**src/rtl/adc_conv_scheduler_if.sv**
```systemverilog
// adc_conv_scheduler_if: start/done handshake bus between the scheduler and the serial ADC engine
interface adc_conv_scheduler_if;
  logic        conv_start;
  logic [2:0]  conv_ch;
  logic        conv_done;
  logic [11:0] conv_data;
  modport master(output conv_start, conv_ch, input conv_done, conv_data);
  modport slave(input conv_start, conv_ch, output conv_done, conv_data);
endinterface

```
**src/rtl/adc_conv_scheduler.sv**
```systemverilog
// adc_conv_scheduler: arbitrates fast current samples and periodic telemetry scans onto one ADC engine
module adc_conv_scheduler #(
  parameter int          NUM_CH   = 8,
  parameter logic [2:0]  CUR_CH   = 3'd0,
  parameter logic [15:0] SCAN_DIV = 16'd5000,
  parameter logic [11:0] TIMEOUT  = 12'd2000
) (
  input  logic                 Clk_50M_out,
  input  logic                 RST,
  input  logic                 fast_req,
  output logic                 fast_ack,
  output logic [11:0]          fast_data,
  input  logic                 scan_en,
  input  logic [NUM_CH-1:0]    scan_mask,
  adc_conv_scheduler_if.master eng,
  output logic [12*NUM_CH-1:0] ch_data_flat,
  output logic                 scan_done,
  output logic [7:0]           timeout_cnt,
  output logic                 busy
);
  typedef enum logic [1:0] {IDLE, ISSUE, WAIT, STORE} state_t;
  state_t               state_q;
  logic                 fast_pend_q, scan_pend_q, scan_active_q, src_fast_q;
  logic                 start_q, fast_ack_q, scan_done_q;
  logic [2:0]           conv_ch_q;
  logic [15:0]          per_q, per_d;
  logic [11:0]          wait_q, data_q, fast_data_q;
  logic [NUM_CH-1:0]    mask_q, mask_clr_d;
  logic [12*NUM_CH-1:0] ch_data_q;
  logic [7:0]           timeout_cnt_q;
  logic [2:0]           low_d;
  logic                 tick_d, last_d;
  assign eng.conv_start = start_q;
  assign eng.conv_ch    = conv_ch_q;
  assign fast_ack       = fast_ack_q;
  assign fast_data      = fast_data_q;
  assign ch_data_flat   = ch_data_q;
  assign scan_done      = scan_done_q;
  assign timeout_cnt    = timeout_cnt_q;
  assign busy           = state_q != IDLE;
  // Scan period tick, lowest remaining scan channel and the mask copy after retiring the current channel
  always_comb begin
    tick_d     = scan_en && per_q == SCAN_DIV - 16'd1;
    per_d      = scan_en ? (tick_d ? '0 : per_q + 16'd1) : '0;
    mask_clr_d = mask_q & ~(NUM_CH'(1) << conv_ch_q);
    last_d     = mask_clr_d == '0;
    low_d      = '0;
    for (int i = NUM_CH - 1; i >= 0; i--) if (mask_q[i]) low_d = 3'(i);
  end
  // Conversion sequencer; request flags are set after the FSM so a new request wins over a same-cycle clear
  always_ff @(posedge Clk_50M_out or negedge RST) begin
    if (!RST) begin
      state_q       <= IDLE;
      fast_pend_q   <= 1'b0;
      scan_pend_q   <= 1'b0;
      scan_active_q <= 1'b0;
      src_fast_q    <= 1'b0;
      start_q       <= 1'b0;
      fast_ack_q    <= 1'b0;
      scan_done_q   <= 1'b0;
      conv_ch_q     <= '0;
      per_q         <= '0;
      wait_q        <= '0;
      data_q        <= '0;
      fast_data_q   <= '0;
      mask_q        <= '0;
      ch_data_q     <= '0;
      timeout_cnt_q <= '0;
    end else begin
      per_q       <= per_d;
      start_q     <= 1'b0;
      fast_ack_q  <= 1'b0;
      scan_done_q <= 1'b0;
      case (state_q)
        IDLE:
          if (fast_pend_q) begin
            fast_pend_q <= 1'b0;
            conv_ch_q   <= CUR_CH;
            src_fast_q  <= 1'b1;
            start_q     <= 1'b1;
            state_q     <= ISSUE;
          end else if (!scan_en) begin
            scan_active_q <= 1'b0;
            scan_pend_q   <= 1'b0;
          end else if (scan_active_q) begin
            conv_ch_q  <= low_d;
            src_fast_q <= 1'b0;
            start_q    <= 1'b1;
            state_q    <= ISSUE;
          end else if (scan_pend_q) begin
            scan_pend_q   <= 1'b0;
            mask_q        <= scan_mask;
            scan_active_q <= |scan_mask;
          end
        ISSUE: begin
          wait_q  <= '0;
          state_q <= WAIT;
        end
        WAIT:
          if (eng.conv_done) begin
            data_q  <= eng.conv_data;
            state_q <= STORE;
          end else if (wait_q == TIMEOUT - 12'd1) begin
            timeout_cnt_q <= timeout_cnt_q + 8'(~&timeout_cnt_q);
            if (!src_fast_q) begin
              mask_q <= mask_clr_d;
              if (last_d) begin
                scan_active_q <= 1'b0;
                scan_done_q   <= scan_en;
              end
            end
            state_q <= IDLE;
          end else
            wait_q <= wait_q + 12'd1;
        STORE: begin
          ch_data_q[12*conv_ch_q +: 12] <= data_q;
          if (src_fast_q) begin
            fast_data_q <= data_q;
            fast_ack_q  <= 1'b1;
          end else begin
            mask_q <= mask_clr_d;
            if (last_d) begin
              scan_active_q <= 1'b0;
              scan_done_q   <= scan_en;
            end
          end
          state_q <= IDLE;
        end
        default: state_q <= IDLE;
      endcase
      if (fast_req) fast_pend_q <= 1'b1;
      if (tick_d) scan_pend_q <= 1'b1;
    end
  end
endmodule

```
**src/flat_wrapper.sv**
```systemverilog
// flat-port wrapper written by rule: the top's interface ports become plain ports
module adc_conv_scheduler_flat 
#(
  parameter int          NUM_CH   = 8,
  parameter logic [2:0]  CUR_CH   = 3'd0,
  parameter logic [15:0] SCAN_DIV = 16'd5000,
  parameter logic [11:0] TIMEOUT  = 12'd2000
)
  (Clk_50M_out, RST, fast_req, fast_ack, fast_data, scan_en, scan_mask, ch_data_flat, scan_done, timeout_cnt, busy, eng_conv_start, eng_conv_ch, eng_conv_done, eng_conv_data);
  adc_conv_scheduler_if eng_i ();
  input  logic Clk_50M_out;
  input  logic RST;
  input  logic fast_req;
  output logic fast_ack;
  output logic [11:0] fast_data;
  input  logic scan_en;
  input  logic [NUM_CH-1:0] scan_mask;
  output logic [12*NUM_CH-1:0] ch_data_flat;
  output logic scan_done;
  output logic [7:0] timeout_cnt;
  output logic busy;
  output wire logic [$bits(eng_i.conv_start)-1:0] eng_conv_start;
  output wire logic [$bits(eng_i.conv_ch)-1:0] eng_conv_ch;
  input wire logic [$bits(eng_i.conv_done)-1:0] eng_conv_done;
  input wire logic [$bits(eng_i.conv_data)-1:0] eng_conv_data;
  assign eng_conv_start = eng_i.conv_start;
  assign eng_conv_ch = eng_i.conv_ch;
  assign eng_i.conv_done = eng_conv_done;
  assign eng_i.conv_data = eng_conv_data;
  adc_conv_scheduler #(.NUM_CH(NUM_CH), .CUR_CH(CUR_CH), .SCAN_DIV(SCAN_DIV), .TIMEOUT(TIMEOUT)) u_core (.Clk_50M_out(Clk_50M_out), .RST(RST), .fast_req(fast_req), .fast_ack(fast_ack), .fast_data(fast_data), .scan_en(scan_en), .scan_mask(scan_mask), .eng(eng_i), .ch_data_flat(ch_data_flat), .scan_done(scan_done), .timeout_cnt(timeout_cnt), .busy(busy));
endmodule
```
**config.mk**
```make
export PLATFORM = sky130hd
export DESIGN_NAME = adc_conv_scheduler_flat
export DESIGN_NICKNAME = d
export VERILOG_FILES = /design/src/rtl/adc_conv_scheduler_if.sv /design/src/rtl/adc_conv_scheduler.sv /design/src/flat_wrapper.sv
export SDC_FILE = /design/constraint.sdc
export NUM_CORES = 1
export LEC_CHECK = 0
export BUFFER_PORTS_ARGS = -buffer_cell sky130_fd_sc_hd__buf_2
export CAP_MARGIN = 15
export CORE_ASPECT_RATIO = 0.5
export CORE_UTILIZATION = 39
export DETAILED_ROUTE_END_ITERATION = 7
export HOLD_SLACK_MARGIN = 0.06
export PLACE_DENSITY_LB_ADDON = 0.15
export RECOVER_POWER = 100
export SLEW_MARGIN = 20
export SYNTH_ARGS = -nofsm -noshare
export SYNTH_HDL_FRONTEND = slang
export SYNTH_SLANG_ARGS = --single-unit
```
**constraint.sdc**
```tcl
create_clock -name Clk_50M_out -period 3.5 [get_ports Clk_50M_out]
set_input_delay 0.7 -clock Clk_50M_out [delete_from_list [all_inputs] [get_ports Clk_50M_out]]
set_output_delay 0.7 -clock Clk_50M_out [all_outputs]
set_load 0.01 [all_outputs]
```
After elaboration in Yosys (flattened, before gate mapping)
Cells that the tools add are included.
{"block": "classes", "reduce_logical": 22, "muxes": 61, "addsub": 4, "eq_ne": 17, "bitwise": 3, "mul": 1, "n_shift": 3}
{"cell": "bitwise mux 96 bit", "count": 1}
{"cell": "variable shift 12 x 34 -> 96 bit, first input constant", "count": 1}
{"cell": "indexed part select 12 x 34 -> 96 bit", "count": 1}
{"cell": "2-to-1 mux 8 bit", "count": 7}
{"cell": "negator 7 -> 34 bit", "count": 1}
{"cell": "2-to-1 mux 3 bit", "count": 11}
{"cell": "2-to-1 mux 16 bit", "count": 2}
{"cell": "2-to-1 mux 1 bit", "count": 28}
{"cell": "2-to-1 mux 12 bit", "count": 2}
{"cell": "case mux 12 bit (2 select lines)", "count": 1}
{"cell": "case mux 8 bit (3 select lines)", "count": 1}
{"cell": "adder 16 x 1 -> 16 bit, second input constant", "count": 1}
{"cell": "equality test 16 x 13 -> 1 bit, second input constant", "count": 1}
{"cell": "AND reduction 3 bit", "count": 5}
{"cell": "adder 12 x 1 -> 12 bit, second input constant", "count": 1}
{"cell": "equality test 12 x 11 -> 1 bit, second input constant", "count": 1}
{"cell": "inequality test 2 bit, second input constant", "count": 6}
{"cell": "nonzero test 2 bit", "count": 6}
{"cell": "2-to-1 mux 2 bit", "count": 5}
{"cell": "adder 8 x 1 -> 8 bit", "count": 1}
{"cell": "bitwise AND 8 bit", "count": 1}
{"cell": "zero test 8 bit", "count": 1}
{"cell": "NOT 8 bit", "count": 1}
{"cell": "case mux 2 bit (4 select lines)", "count": 1}
{"cell": "20 further kinds", "count": 24}
{"block": "totals", "out_inout_bits": 123, "regBits": 176, "elab_cells": 127, "inputBits": 25}

Depth between registers and ports, before layout
Gate-level depths: netlist (run 1).
{"block": "logic_depth", "ltp_word": 11, "mapped_depth": 12}

Worst setup path before layout (run 1)
No wires, ideal clock.
{"block": "synth_path", "path_type": "register to register", "start": "register u_core.conv_ch_q[1], in the netlist u_core.eng.conv_ch[1]", "end": "register u_core.ch_data_q[80], in the netlist u_core.ch_data_flat[80]", "path_stages_with_launch": 13, "setup_time_ps": 125, "t_arrival_ps": 3286, "path_slack_ps": 90, "t_required_ps": 3375, "synth_period_minus_slack_ps": 3410, "path_buffers": 3, "path_cell_list": "dfrtp_1 -> ha_1 -> fa_1 -> buf_4 -> nand2b_1 -> nor2_1 -> ha_1 -> inv_1 -> clkbuf_1 -> nand2_1 -> or4_1 -> clkbuf_1 -> mux2_2"}
{"block": "synth_via", "elab_chain_cells": 4, "elab_cells_between_ends": 5, "cone_classes": "add/sub (1); mul (1); shift (2); mux (1)"}
{"item": "start, declared", "line": "adc_conv_scheduler.sv:25", "source": "logic [2:0] conv_ch_q;"}
{"item": "start signal, assigned", "line": "adc_conv_scheduler.sv:86", "source": "conv_ch_q <= low_d;"}
{"item": "multiplier 2 x 3 -> 5 bit *", "line": "adc_conv_scheduler.sv:116", "source": "ch_data_q[12*conv_ch_q +: 12] <= data_q;"}
{"item": "negator 7 -> 34 bit *", "line": "adc_conv_scheduler.sv:116"}
{"item": "indexed part select 12 x 34 -> 96 bit or variable shift 12 x 34 -> 96 bit (tied branches)", "line": "adc_conv_scheduler.sv:116"}
{"item": "bitwise mux 96 bit *", "line": "adc_conv_scheduler.sv:116"}
{"item": "end signal, assigned by index", "line": "adc_conv_scheduler.sv:116"}
{"item": "end, declared", "line": "adc_conv_scheduler.sv:29", "source": "logic [12*NUM_CH-1:0] ch_data_q;"}
Every way passes the cells marked *; elsewhere a longest branch is shown, timed or not.
A chain may end at the register's enable or synchronous reset.

Worst setup path after layout (run 1)
{"block": "layout_path", "start": "register u_core.conv_ch_q[1], in the netlist u_core.eng.conv_ch[1]", "end": "register u_core.ch_data_q[34], in the netlist u_core.ch_data_flat[34]"}
The elaborated chain is that of the path after synthesis.

==> reports/metrics.yaml, run 1 <==
run_status:
  outcome: "finished with violations"
  violations: "max-capacitance violations, max-slew violations"
worst_setup_path:
  path_cells: "ha_1 -> fa_1 -> nand2b_1 -> nor2_1 -> ha_1 -> inv_1 -> or4_1 -> nor2_1 -> mux2_2"
  crit_arrival_ns: 3.68
  reg2regPathDepth: 9
  rr_startpoint: "u_core.eng.conv_ch[1]$_DFFE_PN0P_"
  critPathMaxFanout: 9
  slowest_stage: "or4_1"
  cp_data_required_time_ns: 3.83
  r2r_setup_slack_ns: 0.15
  crit_type: "reg -> reg"
  cp-start-kind: "register"
  slowest_delay_ns: 0.73
  endpoint_kind: "register"
  r2r_end: "u_core.ch_data_flat[34]$_DFFE_PN0P_"
  cpLargestDelayFamily: "simple AND/OR/NAND/NOR gates"
  crit_buf_inv: 1
clock_tree:
  cts.sinks: 176
  root_buffer: "clkbuf_16"
  numCtsBuffers: 17
  cts_tree: "yes"
  clkSlewWorstSetupHoldPaths_ns: 0.07
  clock_latency_ns: 0.44
  cts_max_path_buffers: 2
  cts-resized-gates: 0
  htree_levels: 4
  ctsHoldBuffers: 0
timing:
  rsz0062_at_grt: "false"
  finalCritPeriodShare_pct: 95.60
  skew_ns: 0.009933
  worst_pin_slew_ns: 1.720
  period_needed_ns: 3.346
  finalHoldViolCount: 0
  slew_viol_final: 32
  setup_viol: 0
  slew_headroom_pct: -14.69
  worst_slack_ns: 0.1541
  fmax_ghz: 0.2989
  final.setup.tns_ns: 0
place:
  port_buffers: 147
  gp_congestion: 0.9499
  hpwlAfterDp_um: 17930
  post-place-ws_ns: 0.1289
  place_area_um2: 10140
  dp_cells: 1250
run:
  maxCapViolCount: 1
logic_synthesis:
  yosysWarnings: 0
  synthCells: 807
  syn_area_per_cell_um2: 11.04
  ys_types: 69
  synth_seq_cells: 176
  ys_seq_area_share_pct: 49.45
  syn_nets: 845
  synth_edf_count: 0
  synthFlopType: "dfrtp_1"
  async_flop_share_pct: 100.0
  synth_area_um2: 8907
global_routing:
  grt_use_total_pct: 21.29
  antenna_found_initial: 0
  grt_pass1_wl_um: 38410
  grt_most_used_layer: "met2"
  use_met2_pct: 32.45
  grt_max_degree: 94
  grt_pass1_vias: 6936
  met1_usage_pct: 30.16
  grt.overflow.total: 0
  gr-usage-met3_pct: 4.742
die:
  core_area_um2: 22010
  die_area_um2: 23480
  fp.dieH_um: 108.9
  ioPinCount: 148
  rows: 38
  die_w_um: 215.7
  start_util_pct: 40.46
routing:
  drc: 0
  vias: 6992
  detail-route-antenna-nets: 0
  wl_um: 24030
  route.detailed.wl_per_inst_um: 18.74
  vias_per_cell: 5.454
  firstDrtPassIters: 4
  drtIter0Drc: 542
finish:
  final_nets: 1008
  final_cell_mix: "dfrtp_1, clkbuf_1, mux2_2"
  area_growth_pct: 18.54
  final_common_cell: "dfrtp_1"
  layout.cells.non_filler: 1282
  final_area_um2: 10560
  layout-drive-gt1-share_pct: 21.59
  num_antenna_cells: 0
worst_hold_path:
  min_path_cells: 2
  min_path_type: "in -> reg"
  min_from: "fast_req"
  min_to: "u_core.fast_pend_q$_DFFE_PN0P_"
power_and_ir_drop:
  peakVddDrop_v: 0.0004493
  power.density_nw_per_um2: 783.4
  leakagePower_uw: 0.004695
==> synth_stat cells (all sizes together) (3+ instances only) <==
cell	n	area, um^2
mux2	114	1299
nand3	21	105.1
nor2b	3	18.77
and3	9	56.30
nand2b	8	50.05
nand4	16	100.1
nand2	69	259.0
inv	16	60.06
ha	12	150.1
a22o	15	131.4
nor3	15	86.34
o21ai	28	147.6
and4	3	26.28
nor4	14	106.4
xor2	16	158.9
a31oi	8	50.05
a21boi	3	22.52
or3	9	56.30
nor2	66	247.7
o41ai	6	52.55
a22oi	6	45.04
buf	20	118.9
clkbuf	23	86.33
o2bb2ai	7	61.31
or2	5	31.28
o211ai	5	37.54
or4	5	37.54
xnor2	19	185.2
a32o	11	110.1
and2	8	50.05
mux2i	14	140.1
o22ai	6	43.79
o31ai	8	60.06
a21oi	17	85.08
dfrtp	176	4404
==> routing by layer <==
metal	vias up	wire (um)
met1	3524	11820
met4	0	314
li1	3279	-
met2	165	10710
met3	24	1188
met5	-	0
==> area by class of cell <==
class	count	area, um^2
Clock buffer	18	439.2
Clock inverter	13	198.9
Fill cell	2092	11450
Inverter	17	63.81
Multi-Input combinational cell	571	4229
Sequential cell	176	4404
Tap cell	300	375.4
Timing Repair Buffer	187	848.3
==> sequential cells by signal, indices dropped and copies added, names as in the netlist <==
signal / cells
u_core.fast_data: 12
u_core.scan_active_q: 1
u_core.fast_pend_q: 1
u_core.ch_data_flat: 96
u_core.wait_q: 12
u_core.state_q: 2
u_core.eng.conv_ch: 3
u_core.src_fast_q: 1
u_core.per_q: 16
u_core.fast_ack: 1
u_core.scan_pend_q: 1
u_core.data_q: 12
u_core.eng.conv_start: 1
u_core.timeout_cnt: 8
u_core.scan_done: 1
u_core.mask_q: 8
==> cell families after synthesis <==
family          Yosys count  synth area share, %
compound gates          138                11.21
xor+xnor                 35                3.863
fa+ha+maj                13                1.910
buf+inv                  60                3.020
flops                   176                49.45
mux                     128                16.15
simple gates            257                14.40
==> worst max-delay path by stage <==
stage / start / end / cells after the start
after floorplan: u_core.eng.conv_ch[1]$_DFFE_PN0P_ / u_core.ch_data_flat[80]$_DFFE_PN0P_ / 12
after global placement: u_core.eng.conv_ch[1]$_DFFE_PN0P_ / u_core.ch_data_flat[6]$_DFFE_PN0P_ / 10
after detailed placement: u_core.eng.conv_ch[1]$_DFFE_PN0P_ / u_core.ch_data_flat[5]$_DFFE_PN0P_ / 10
after CTS: u_core.eng.conv_ch[1]$_DFFE_PN0P_ / u_core.ch_data_flat[6]$_DFFE_PN0P_ / 10
after global routing: u_core.eng.conv_ch[0]$_DFFE_PN0P_ / u_core.ch_data_flat[34]$_DFFE_PN0P_ / 9
final: u_core.eng.conv_ch[1]$_DFFE_PN0P_ / u_core.ch_data_flat[34]$_DFFE_PN0P_ / 9
==> where the power goes <==
group          switching [uW]  internal (uW)  leakage (uW)
registers                 417           2330       0.00238
clock network             852           1230      0.000312
logic                    2130           1310       0.00200
==> stage by stage <==
stage          hold slack, ns  power, uW  util [%]
2_1_floorplan          0.4044       4818         -
3_3_place_gp           0.4395       6283     46.05
3_5_place_dp           0.4502       6297     46.05
4_1_cts                0.1253       8397     48.95
5_1_grt                0.4307       8789     47.97
6_report               0.4316       8272     47.97
==> timing repair <==
action	CTS	global route
buffers inserted	0	1
hold endpoints to repair	0	0
endpoints found under the setup margin	0	8
No activity file was read; power rests on OpenSTA's default activity.
==> run 2: changes to the inputs <==
HOLD_SLACK_MARGIN = 0.08   (was 0.06)
clock period = 3.9 ns   (was 3.5 ns; I/O delays follow)
==> reports/metrics.yaml, run 2 (same netlist as run 1, synthesis figures left out) <==
finish:
  final_common_cell: "dfrtp_1"  # unchanged
  largest_reg_flops: 96  # unchanged
  area_growth_pct: 16.24  # was 18.54%
  fill_cells: 2139  # was 2092
  layout-drive-gt1-share_pct: 20.33  # was 21.59%
  num_antenna_cells: 0  # unchanged
  final_nets: 989  # was 1008
  final_cell_mix: "dfrtp_1, clkbuf_1, mux2_2"  # unchanged
die:
  core_area_um2: 22010  # unchanged
  ioPinCount: 148  # unchanged
  die_area_um2: 23480  # unchanged
  die_w_um: 215.7  # unchanged
  rows: 38  # unchanged
  start_util_pct: 40.46  # unchanged
  fp.dieH_um: 108.9  # unchanged
power_and_ir_drop:
  power.density_nw_per_um2: 680.9  # was 783.4 nW/um^2
  leakagePower_uw: 0.004569  # was 0.004695 uW
  peakVddDrop_v: 0.0004659  # was 0.0004493 V
  power_uw: 7050  # was 8272 uW
clock_tree:
  cts-resized-gates: 0  # unchanged
  post-cts-setup-buffers: 0  # unchanged
  ctsHoldBuffers: 0  # unchanged
  htree_levels: 4  # unchanged
  cts_tree: "yes"  # unchanged
  clock_latency_ns: 0.44  # about the same
  numCtsBuffers: 17  # unchanged
  root_buffer: "clkbuf_16"  # unchanged
  cts.sinks: 176  # unchanged
  clkSlewWorstSetupHoldPaths_ns: 0.07  # about the same
  cts_max_path_buffers: 2  # unchanged
worst_setup_path:
  crit_type: "reg -> reg"  # unchanged
  crit_buf_inv: 1  # unchanged
  critPathMaxFanout: 44  # was 9
  cp_data_required_time_ns: 4.23  # was 3.83 ns
  slowest_stage: "nor4_1"  # was or4_1
  slowest_delay_ns: 0.69  # was 0.73 ns
  cpLargestDelayFamily: "simple AND/OR/NAND/NOR gates"  # unchanged
  cp-start-kind: "register"  # unchanged
  crit_arrival_ns: 3.99  # was 3.68 ns
  rr_startpoint: "u_core.eng.conv_ch[0]$_DFFE_PN0P_"  # was u_core.eng.conv_ch[1]$_DFFE_PN0P_
  endpoint_kind: "register"  # unchanged
  cp-startpoint: "u_core.eng.conv_ch[0]$_DFFE_PN0P_"  # was u_core.eng.conv_ch[1]$_DFFE_PN0P_
  path_cells: "clkbuf_2 -> or2_0 -> nor4_1 -> nand4_1 -> o21ai_1 -> mux2_2"  # was ha_1 -> fa_1 -> nand2b_1 -> nor2_1 -> ha_1 -> inv_1 -> or4_1 -> nor2_1 -> mux2_2
routing:
  vias_per_cell: 5.465  # was 5.454
  vias: 6908  # was 6992
  route.detailed.wl_per_inst_um: 19.13  # was 18.74 um
  firstDrtPassIters: 5  # was 4
  drc: 0  # unchanged
  drtIter0Drc: 491  # was 542
  detail-route-antenna-nets: 0  # unchanged
  wl_um: 24180  # was 24030 um
global_routing:
  grt_pass1_wl_um: 37650  # was 38410 um
  grt.overflow.total: 0  # unchanged
  grt_use_total_pct: 21.08  # was 21.29%
  grt_pass1_vias: 6695  # was 6936
  grt_max_degree: 69  # was 94
  antenna_found_initial: 0  # unchanged
timing:
  fmax_ghz: 0.2729  # was 0.2989 GHz
  finalHoldViolCount: 0  # unchanged
  skew_ns: 0.01034  # was 0.009933 ns
  rsz0062_at_grt: "false"  # unchanged
  worst_slack_ns: 0.2362  # was 0.1541 ns
  finalCritPeriodShare_pct: 93.94  # was 95.60%
  period_needed_ns: 3.664  # was 3.346 ns
  setup_viol: 0  # unchanged
  slew_viol_final: 43  # was 32
  final.setup.tns_ns: 0  # unchanged
  slew_headroom_pct: -45.51  # was -14.69%
  worst_pin_slew_ns: 2.183  # was 1.720 ns
run:
  maxCapViolCount: 1  # unchanged
worst_hold_path:
  min_from: "u_core.per_q[0]$_DFF_PN0_"  # was fast_req
  min_path_type: "reg -> reg"  # was in -> reg
place:
  hpwlAfterDp_um: 17790  # was 17930 um
  gp_congestion: 0.9222  # was 0.9499
  post-place-ws_ns: 0.3597  # was 0.1289 ns
  port_buffers: 147  # unchanged
run_status:
  outcome: "finished with violations"  # unchanged
  violations: "max-capacitance violations, max-slew violations"  # unchanged
-- run 2: changes by cell type in the layout (fill, tap and decap cells not counted), sizes merged --
| cell | before | now |
|---|---|---|
| clkbuf | 151 | 149 |
| bufinv | 4 | 0 |
| buf | 54 | 38 |
| inv | 21 | 22 |
| clkinvlp | 0 | 3 |
-- run 2: path summary, 6_finish.rpt --
kind                            slack [ns]  cells after the start                                  end
worst max-delay path                  0.24                      6  u_core.ch_data_flat[10]$_DFFE_PN0P_
worst max register to register        0.24                      6  u_core.ch_data_flat[10]$_DFFE_PN0P_
worst min register to register        0.45                      1            u_core.per_q[0]$_DFF_PN0_
min in group asynchronous             0.97                      1           u_core.per_q[11]$_DFF_PN0_
worst min-delay path                  0.45                      1            u_core.per_q[0]$_DFF_PN0_
max in group asynchronous             0.87                      2  u_core.ch_data_flat[26]$_DFFE_PN0P_
-- run 2: final cells by class --
cell class	count	area, um^2	area share, %
timing repair buffer	168	718.2	6.937
clock buffer	19	452.9	4.375
tap	300	375.4	3.625
inverter	17	63.81	0.6163
sequential	176	4404	42.54
multi-input combinational	571	4219	40.75
clock inverter	13	120.1	1.160
-- run 2: metal layers --
| layer | vias up | track usage, % | wire length [um] |
|---|---|---|---|
| li1 | 3240 | - | - |
| met1 | 3490 | 30.30 | 11890 |
| met2 | 151 | 31.56 | 10910 |
| met3 | 27 | 4.630 | 1056 |
| met4 | 0 | 6.687 | 327 |
| met5 | - | 0 | 0 |
-- run 2: power by group --
| group | switching (uW) | internal (uW) |
|---|---|---|
| Combinational | 1890 | 1040 |
| Clock | 787 | 871 |
| Sequential | 365 | 2090 |
| Total | 3040 | 4010 |
-- run 2: per-stage QoR --
stage | hold slack (ns) | instance area [um^2] | instances | util (%)
finish | 0.4546 | 10350 | 1264 | 47.03
global route | 0.4763 | 10350 | 1264 | 47.03
CTS | 0.2236 | 10580 | 1264 | 48.04
detailed placement | 0.4492 | 10000 | 1232 | 45.44
global placement | 0.4423 | 10000 | 1232 | 45.44
floorplan | 0.4245 | 8907 | 807 | -
==> run 3: changes to the inputs <==
CORE_MARGIN = 2   (was unset)
SLEW_MARGIN = 15   (was 20)
clock period = 3.7 ns   (was 3.9 ns; I/O delays follow)
==> reports/metrics.yaml, run 3 (same netlist as run 1, synthesis figures left out) <==
routing:
  drc: 0  # unchanged
  route.detailed.wl_per_inst_um: 18.79  # was 19.13 um
  vias: 6926  # was 6908
  firstDrtPassIters: 5  # unchanged
  drtIter0Drc: 528  # was 491
  vias_per_cell: 5.424  # was 5.465
  wl_um: 24000  # was 24180 um
  detail-route-antenna-nets: 0  # unchanged
place:
  hpwlAfterDp_um: 17850  # was 17790 um
  dp_cells: 1246  # was 1232
  port_buffers: 147  # unchanged
  place_area_um2: 10060  # was 10000 um^2
  gp_congestion: 0.8980  # was 0.9222
worst_setup_path:
  cp_data_required_time_ns: 4.02  # was 4.23 ns
  crit_buf_inv: 1  # unchanged
  slowest_delay_ns: 0.72  # was 0.69 ns
  slowest_stage: "or4_1"  # was nor4_1
  crit_arrival_ns: 3.81  # was 3.99 ns
  rr_startpoint: "u_core.eng.conv_ch[0]$_DFFE_PN0P_"  # unchanged
  endpoint_kind: "register"  # unchanged
  reg2regPathDepth: 9  # was 6
  path_cells: "ha_1 -> fa_1 -> xor2_4 -> nor2_1 -> ha_1 -> inv_1 -> or4_1 -> or2_1 -> mux2_1"  # was clkbuf_2 -> or2_0 -> nor4_1 -> nand4_1 -> o21ai_1 -> mux2_2
  r2r_end: "u_core.ch_data_flat[26]$_DFFE_PN0P_"  # was u_core.ch_data_flat[10]$_DFFE_PN0P_
  worst_path_most_repeated_cell: "ha_1"
  critPathMaxFanout: 9  # was 44
  crit_type: "reg -> reg"  # unchanged
  cpLargestDelayFamily: "simple AND/OR/NAND/NOR gates"  # unchanged
  cp-start-kind: "register"  # unchanged
  r2r_setup_slack_ns: 0.21  # was 0.24 ns
run:
  maxCapViolCount: 1  # unchanged
timing:
  finalHoldViolCount: 0  # unchanged
  whs_ns: 0.4680  # was 0.4546 ns
  final.setup.tns_ns: 0  # unchanged
  slew_viol_final: 68  # was 43
  fmax_ghz: 0.2866  # was 0.2729 GHz
  finalCritPeriodShare_pct: 94.29  # was 93.94%
  setup_viol: 0  # unchanged
  rsz0062_at_grt: "false"  # unchanged
  slew_headroom_pct: -13.94  # was -45.51%
  worst_pin_slew_ns: 1.709  # was 2.183 ns
  skew_ns: 0.006765  # was 0.01034 ns
  period_needed_ns: 3.489  # was 3.664 ns
clock_tree:
  clock_latency_ns: 0.44  # about the same
  cts_tree: "yes"  # unchanged
  cts.sinks: 176  # unchanged
  htree_levels: 4  # unchanged
  cts_max_path_buffers: 2  # unchanged
  post-cts-setup-buffers: 0  # unchanged
  numCtsBuffers: 17  # unchanged
  ctsHoldBuffers: 0  # unchanged
  clkSlewWorstSetupHoldPaths_ns: 0.06  # was 0.07 ns
  cts-resized-gates: 0  # unchanged
  root_buffer: "clkbuf_16"  # unchanged
die:
  core_area_um2: 22590  # was 22010 um^2
  ioPinCount: 148  # unchanged
  die_area_um2: 24140  # was 23480 um^2
  die_w_um: 217.7  # was 215.7 um
  rows: 39  # was 38
  start_util_pct: 39.43  # was 40.46%
  fp.dieH_um: 110.9  # was 108.9 um
global_routing:
  antenna_found_initial: 0  # unchanged
  grt_pass1_wl_um: 38010  # was 37650 um
  grt_max_degree: 68  # was 69
  grt_use_total_pct: 20.43  # was 21.08%
  grt_pass1_vias: 6687  # was 6695
  grt.overflow.total: 0  # unchanged
run_status:
  outcome: "finished with violations"  # unchanged
  violations: "max-capacitance violations, max-slew violations"  # unchanged
worst_hold_path:
  min_to: "u_core.per_q[0]$_DFF_PN0_"  # unchanged
  min_from: "u_core.per_q[0]$_DFF_PN0_"  # unchanged
  min_path_cells: 1  # unchanged
  min_path_type: "reg -> reg"  # unchanged
power_and_ir_drop:
  power.density_nw_per_um2: 733.4  # was 680.9 nW/um^2
  peakVddDrop_v: 0.0003716  # was 0.0004659 V
  leakagePower_uw: 0.004636  # was 0.004569 uW
finish:
  layout-drive-gt1-share_pct: 20.72  # was 20.33%
  num_antenna_cells: 0  # unchanged
  layout.cells.non_filler: 1277  # was 1264
  largest_reg_flops: 96  # unchanged
  area_growth_pct: 17.53  # was 16.24%
  final_util_pct: 46.34  # was 47.03%
  final_area_um2: 10470  # was 10350 um^2
  final_common_cell: "dfrtp_1"  # unchanged
  final_cell_mix: "dfrtp_1, clkbuf_1, mux2_2"  # unchanged
  final_nets: 996  # was 989
run 3: worst register-to-register path: stages (launching register included):
cell     delay (ns)
dfrtp_1        0.40
ha_1           0.23
fa_1           0.47
xor2_4         0.30
nor2_1         0.12
ha_1           0.33
inv_1          0.06
or4_1          0.72
or2_1          0.40
mux2_1         0.34
run 3: cell type report:
cell class,count,area (um^2)
fill,2192,12120
sequential,176,4404
multi-input combinational,571,4225
timing repair buffer,175,765.7
clock buffer,19,442.9
tap,307,384.1
clock inverter,12,182.7
inverter,17,63.81
run 3: worst max-delay path by stage:
stage	startpoint	end	slack [ns]	cells past startpoint
final	u_core.eng.conv_ch[0]$_DFFE_PN0P_	u_core.ch_data_flat[26]$_DFFE_PN0P_	0.21	9
after global routing	u_core.eng.conv_ch[0]$_DFFE_PN0P_	u_core.ch_data_flat[5]$_DFFE_PN0P_	0.05	9
after CTS	u_core.eng.conv_ch[0]$_DFFE_PN0P_	u_core.ch_data_flat[26]$_DFFE_PN0P_	0.24	9
after detailed placement	u_core.eng.conv_ch[0]$_DFFE_PN0P_	u_core.ch_data_flat[25]$_DFFE_PN0P_	0.26	9
after global placement	u_core.eng.conv_ch[0]$_DFFE_PN0P_	u_core.ch_data_flat[26]$_DFFE_PN0P_	0.30	9
after floorplan	u_core.eng.conv_ch[1]$_DFFE_PN0P_	u_core.ch_data_flat[80]$_DFFE_PN0P_	0.29	12
run 3: layer usage:
layer	vias to the layer above	track usage, %	part of all wire, %
met5	-	0	0
met3	23	5.021	4.2
met4	0	5.616	1.4
li1	3249	-	-
met1	3504	29.92	50
met2	150	29.96	45
run 3: per-stage QoR:
stage / total power [uW] / worst slack (ns)
2_1_floorplan: 4557 / 0.2896
3_5_place_dp: 5818 / 0.2627
6_report: 7678 / 0.2111
3_3_place_gp: 5802 / 0.2972
5_1_grt: 8134 / 0.05243
4_1_cts: 7782 / 0.2372
run 3: power by group:
part / internal, uW / switching [uW] / total (uW)
Clock: 1150 / 775 / 1930
Sequential: 2210 / 391 / 2600
Combinational: 1150 / 2000 / 3150
